==> config.mk <==
export PLATFORM = sky130hd
export DESIGN_NAME = cond_branch_unit
export DESIGN_NICKNAME = d
export VERILOG_FILES = /design/src/rtl/cond_branch_unit.sv
export SDC_FILE = /design/constraint.sdc
export NUM_CORES = 1
export LEC_CHECK = 0
export ABC_CLOCK_PERIOD_IN_PS = 3000
export BUFFER_PORTS_ARGS = -buffer_cell sky130_fd_sc_hd__buf_4
export CAP_MARGIN = 20
export CORE_MARGIN = 1.5
export CORE_UTILIZATION = 55
export CTS_BUF_LIST = sky130_fd_sc_hd__clkbuf_4 sky130_fd_sc_hd__clkbuf_8 sky130_fd_sc_hd__clkbuf_16
export DETAILED_ROUTE_END_ITERATION = 8
export PLACE_DENSITY = 0.8
export SKIP_LAST_GASP = 1
export SYNTH_ARGS = -nofsm -noshare
export SYNTH_HDL_FRONTEND = slang
export SYNTH_SLANG_ARGS = --single-unit
==> constraint.sdc <==
create_clock -name clk -period 3 [get_ports clk]
set_clock_uncertainty 0.05 [all_clocks]
set_input_delay 0.3 -clock clk [delete_from_list [all_inputs] [get_ports clk]]
set_output_delay 0.3 -clock clk [all_outputs]
set_load 0.02 [all_outputs]
==> src/rtl/cond_branch_unit.sv <==
// Conditional branch evaluator: snapshots ALU flags on a start request, resolves
// the condition code and the PC-relative target, and reports with a done pulse.
module cond_branch_unit #(
  parameter int ADDR_W = 16,
  parameter int OFF_W  = 12,
  parameter int CNT_W  = 8
) (
  input  logic              clk,
  input  logic              rst,
  input  logic              start,
  input  logic              flush,
  input  logic [3:0]        cond,
  input  logic [3:0]        status,
  input  logic [ADDR_W-1:0] pc,
  input  logic [OFF_W-1:0]  offset,
  output logic              busy,
  output logic              done,
  output logic              taken,
  output logic              pc_load,
  output logic [ADDR_W-1:0] target,
  output logic              illegal,
  output logic [CNT_W-1:0]  taken_cnt
);

  typedef enum logic [1:0] {
    IDLE = 2'd0,
    EVAL = 2'd1,
    DONE = 2'd2
  } state_t;

  state_t            state;
  logic [3:0]        snap_cond;
  logic [3:0]        snap_status;
  logic [ADDR_W-1:0] snap_pc;
  logic [OFF_W-1:0]  snap_offset;
  logic              taken_r;
  logic [ADDR_W-1:0] target_r;
  logic              cond_true;
  logic [ADDR_W-1:0] target_next;

  // Flags are {C,V,N,Z}; condition decode works only on the snapshot.
  function automatic logic eval_cond(input logic [3:0] cc, input logic [3:0] fl);
    logic c, v, n, z;
    c = fl[3];
    v = fl[2];
    n = fl[1];
    z = fl[0];
    case (cc)
      4'h0:    eval_cond = z;
      4'h1:    eval_cond = ~z;
      4'h2:    eval_cond = c;
      4'h3:    eval_cond = ~c;
      4'h4:    eval_cond = n;
      4'h5:    eval_cond = ~n;
      4'h6:    eval_cond = v;
      4'h7:    eval_cond = ~v;
      4'h8:    eval_cond = c & ~z;
      4'h9:    eval_cond = ~c | z;
      4'hA:    eval_cond = (n == v);
      4'hB:    eval_cond = (n != v);
      4'hC:    eval_cond = ~z & (n == v);
      4'hD:    eval_cond = z | (n != v);
      4'hE:    eval_cond = 1'b1;
      default: eval_cond = 1'b0;
    endcase
  endfunction

  always_comb begin
    cond_true   = eval_cond(snap_cond, snap_status);
    // Target wraps silently modulo 2^ADDR_W.
    target_next = snap_pc + {{(ADDR_W-OFF_W){snap_offset[OFF_W-1]}}, snap_offset};
  end

  always_ff @(posedge clk or posedge rst) begin
    if (rst) begin
      state       <= IDLE;
      snap_cond   <= '0;
      snap_status <= '0;
      snap_pc     <= '0;
      snap_offset <= '0;
      taken_r     <= 1'b0;
      target_r    <= '0;
      taken_cnt   <= '0;
    end else begin
      case (state)
        IDLE: begin
          if (start && !flush) begin
            snap_cond   <= cond;
            snap_status <= status;
            snap_pc     <= pc;
            snap_offset <= offset;
            state       <= EVAL;
          end
        end
        EVAL: begin
          if (flush) begin
            state <= IDLE;
          end else begin
            taken_r  <= cond_true;
            target_r <= target_next;
            state    <= DONE;
          end
        end
        DONE: begin
          state <= IDLE;
          if (!flush && taken_r && (taken_cnt != {CNT_W{1'b1}}))
            taken_cnt <= taken_cnt + 1'b1;
        end
        default: state <= IDLE;
      endcase
    end
  end

  // A flush landing in DONE suppresses the strobes in that same cycle.
  assign busy    = (state != IDLE);
  assign done    = (state == DONE) && !flush;
  assign taken   = taken_r;
  assign target  = target_r;
  assign pc_load = done && taken_r;
  assign illegal = done && (snap_cond == 4'hF);

endmodule

==> key figures <==
STA
  • Setup WS post-layout: 0.532 ns
  • Slew margin rel.: 57.0%
  • Max-slew violation count: 0
  • Tmin final: 2.47 ns
  • Worst Hold Slack: -0.00716 ns
  • Hold Fails Final Rpt: 3
  • RSZ-0062 raised after global routing: false
  • Setup_tns: 0 ns
  • Endpoints failing setup: 0
  • Fin crit share: 82.3%
  • Worst Tran Pin Value: 0.645 ns
  • Fmax: 0.405 GHz

Detailed routing
  • WL final: 7130 µm
  • Routed Antenna Nets: 0
  • DR iter-0 viols: 178
  • Drt pass-1 iters: 4
  • Vias/cell: 5.76
  • Per-cell routed wire length: 15.8 µm
  • DR vias: 2,597
  • # DRC: 0

Worst setup path
  • Crit path DAT: 2.63 ns
  • WS Path Type: register to register
  • Crit path capture type: register
  • Required @ worst endpoint: 3.16 ns
  • Critical Path Fanout Max: 3
  • Depth of the worst register-to-register path: 7
  • Crit start category: register

Synthesis
  • Syn Std Cell Area: 3320 µm²
  • Distinct cells, synth: 53
  • Ys flop type: dfrtp_1
  • Synth area leaders: dfrtp_1, mux2_2, ha_1, nand2_1, a21oi_1
  • Async S/R FF share, synth: 100%
  • Syn nets: 354
  • Synth warnings: 0
  • Yosys top cell by area: dfrtp_1
  • #FFs+latches synth: 63
  • Post-synth top area share: 47.5%
  • Avg Inst Size Synth: 11.2 µm²
  • Sequential area share after synthesis: 47.5%
  • Cells after Synth: 297
  • Post-synth EDFFs: 0

Clock tree
  • TritonCTS Sinks: 63
  • H-tree Lvls: 3
  • Post CTS Setup Buffer Count: 0
  • Post-CTS Hold Fix Bufs: 0
  • Number of CTS-inserted buffers: 9
  • Clock-pin slew on the worst setup and hold paths: 0.07 ns
  • Post-CTS sizing: 0
  • Clk Tree Root Cell: clkbuf_8
  • CTS tree: done
  • Max clock buf depth: 2
  • Clk_lat worst skew: 0.34 ns

Die
  • Num ports: 69
  • Total die area: 6500 µm²
  • Initial core utilization: 56.3%
  • Std cell rows: 28
  • Die Span Y: 80.6 µm
  • Core box area: 5890 µm²
  • Die width: 80.6 µm

Pwr
  • PD cells: 791 nW/µm²
  • Leakage Power: 0.00197 µW
  • Worst VDD drop: 0.000407 V

Cells and area
  • Most common cell after layout, fill and taps aside: buf_4
  • Number of fill cells: 476
  • Area grow syn2layout: 23.8%
  • Inserted Diodes: 0
  • Nets: 429
  • Highest-count cells in the layout ignoring fill and taps: buf_4, dfrtp_1, mux2_2, nand2_1
  • Layout cell share with drive strength beyond 1: 34.8%

Place
  • GPL Wtd Cong: 0.926
  • Worst slack at placement: 0.618 ns
  • Port Buf Inserts: 68
  • Detailed placement HPWL: 5170 µm

Global route
  • Vias in the first global route: 2,571
  • Global-route wire length before repair: 12,000 µm
  • Global-route usage over all layers: 24.3%
  • Largest net degree at the start of global routing: 31
  • Initial antenna violation count: 0
  • Grt ovf: 0

Status
  • Status: finished, violations left
  • Failing checks: hold timing

Hold path
  • Hold crit path type: primary input to asynchronous set/reset pin

Job
  • Maxcap violations: 0
through the flow:
step	cell area (µm²)	total power (µW)	utilization (%)	cells
2_1_floorplan	3320	2070	-	297
3_3_place_gp	3910	2460	66.4	436
3_5_place_dp	3910	2510	66.4	436
4_1_cts	4110	3260	69.8	451
5_1_grt	4110	3470	69.8	451
6_report	4110	3250	69.8	451
cell families (layout without fill, tap and decap cells):
| family | after synthesis | in the layout | synth area share (%) |
|---|---|---|---|
| DFF | 63 | 63 | 47.5 |
| xor gates and xnor gates | 14 | 14 | 3.70 |
| buffers and inverters | 21 | 100 | 3.06 |
| and+or+nand+nor | 74 | 74 | 11.6 |
| adders and majority gates | 17 | 17 | 6.64 |
| AOI/OAI and AO/OA | 69 | 69 | 14.4 |
| muxes | 39 | 39 | 13.1 |
flip-flops by register name (all words and copies together), names as in the netlist:
signal and flops:
snap_pc 16, state 2, target 16, taken_cnt 8, snap_offset 12, snap_status 4
taken 1, snap_cond 4
Yosys cell counts, types with 6 or more instances:
| cell | n |
|---|---|
| a21oi_1 | 16 |
| dfrtp_1 | 63 |
| ha_1 | 16 |
| inv_1 | 11 |
| mux2_2 | 35 |
| nand2_1 | 29 |
| nand3_1 | 9 |
| nor2_1 | 8 |
| o21ai_0 | 12 |
| xnor2_1 | 6 |
| xor2_1 | 8 |
cell type report:
| type | instances | area [µm²] | share of cell area (%) |
|---|---|---|---|
| Inverter | 12 | 45.0 | 1.10 |
| Clock buffer | 11 | 151 | 3.69 |
| Clock inverter | 4 | 45.0 | 1.10 |
| Tap cell | 75 | 93.8 | 2.29 |
| Multi-Input combinational cell | 213 | 1650 | 40.1 |
| Timing Repair Buffer | 73 | 548 | 13.3 |
| Sequential cell | 63 | 1580 | 38.4 |
worst paths after layout:
| check | start | end | slack, ns |
|---|---|---|---|
| setup / recovery | snap_pc[0] | target[12] | 0.53 |
| min in group clk | status[3] | snap_status[3] | 0.11 |
| max in group asynchronous | rst | snap_status[1] | 2.21 |
| setup reg to reg | snap_pc[0] | target[12] | 0.53 |
| hold / removal | rst | snap_pc[14] | -0.007 |
| hold reg to reg | target[0] | target[0] | 0.43 |
per-layer routing:
layer  track usage [%]  share of wire (%)
met5                 0                  0
met2              37.6                 49
met1              31.5                 43
met4              11.7                2.2
met3              6.14                5.7
power by group:
group	leakage, µW	internal [µW]	switching [µW]
clock network	0.000105	420	323
logic	0.00110	577	697
registers	0.000771	1070	162
total	0.00197	2070	1180
worst max-delay path, cell delays in order (launching register included):
cell and delay, ns:
dfrtp_1 0.39, ha_1 0.23, fa_1 0.40, a21oi_1 0.33
o221a_1 0.29, a21oi_1 0.10, a2111oi_0 0.47, nor3_1 0.10
No activity file was read; power rests on OpenSTA's default activity.
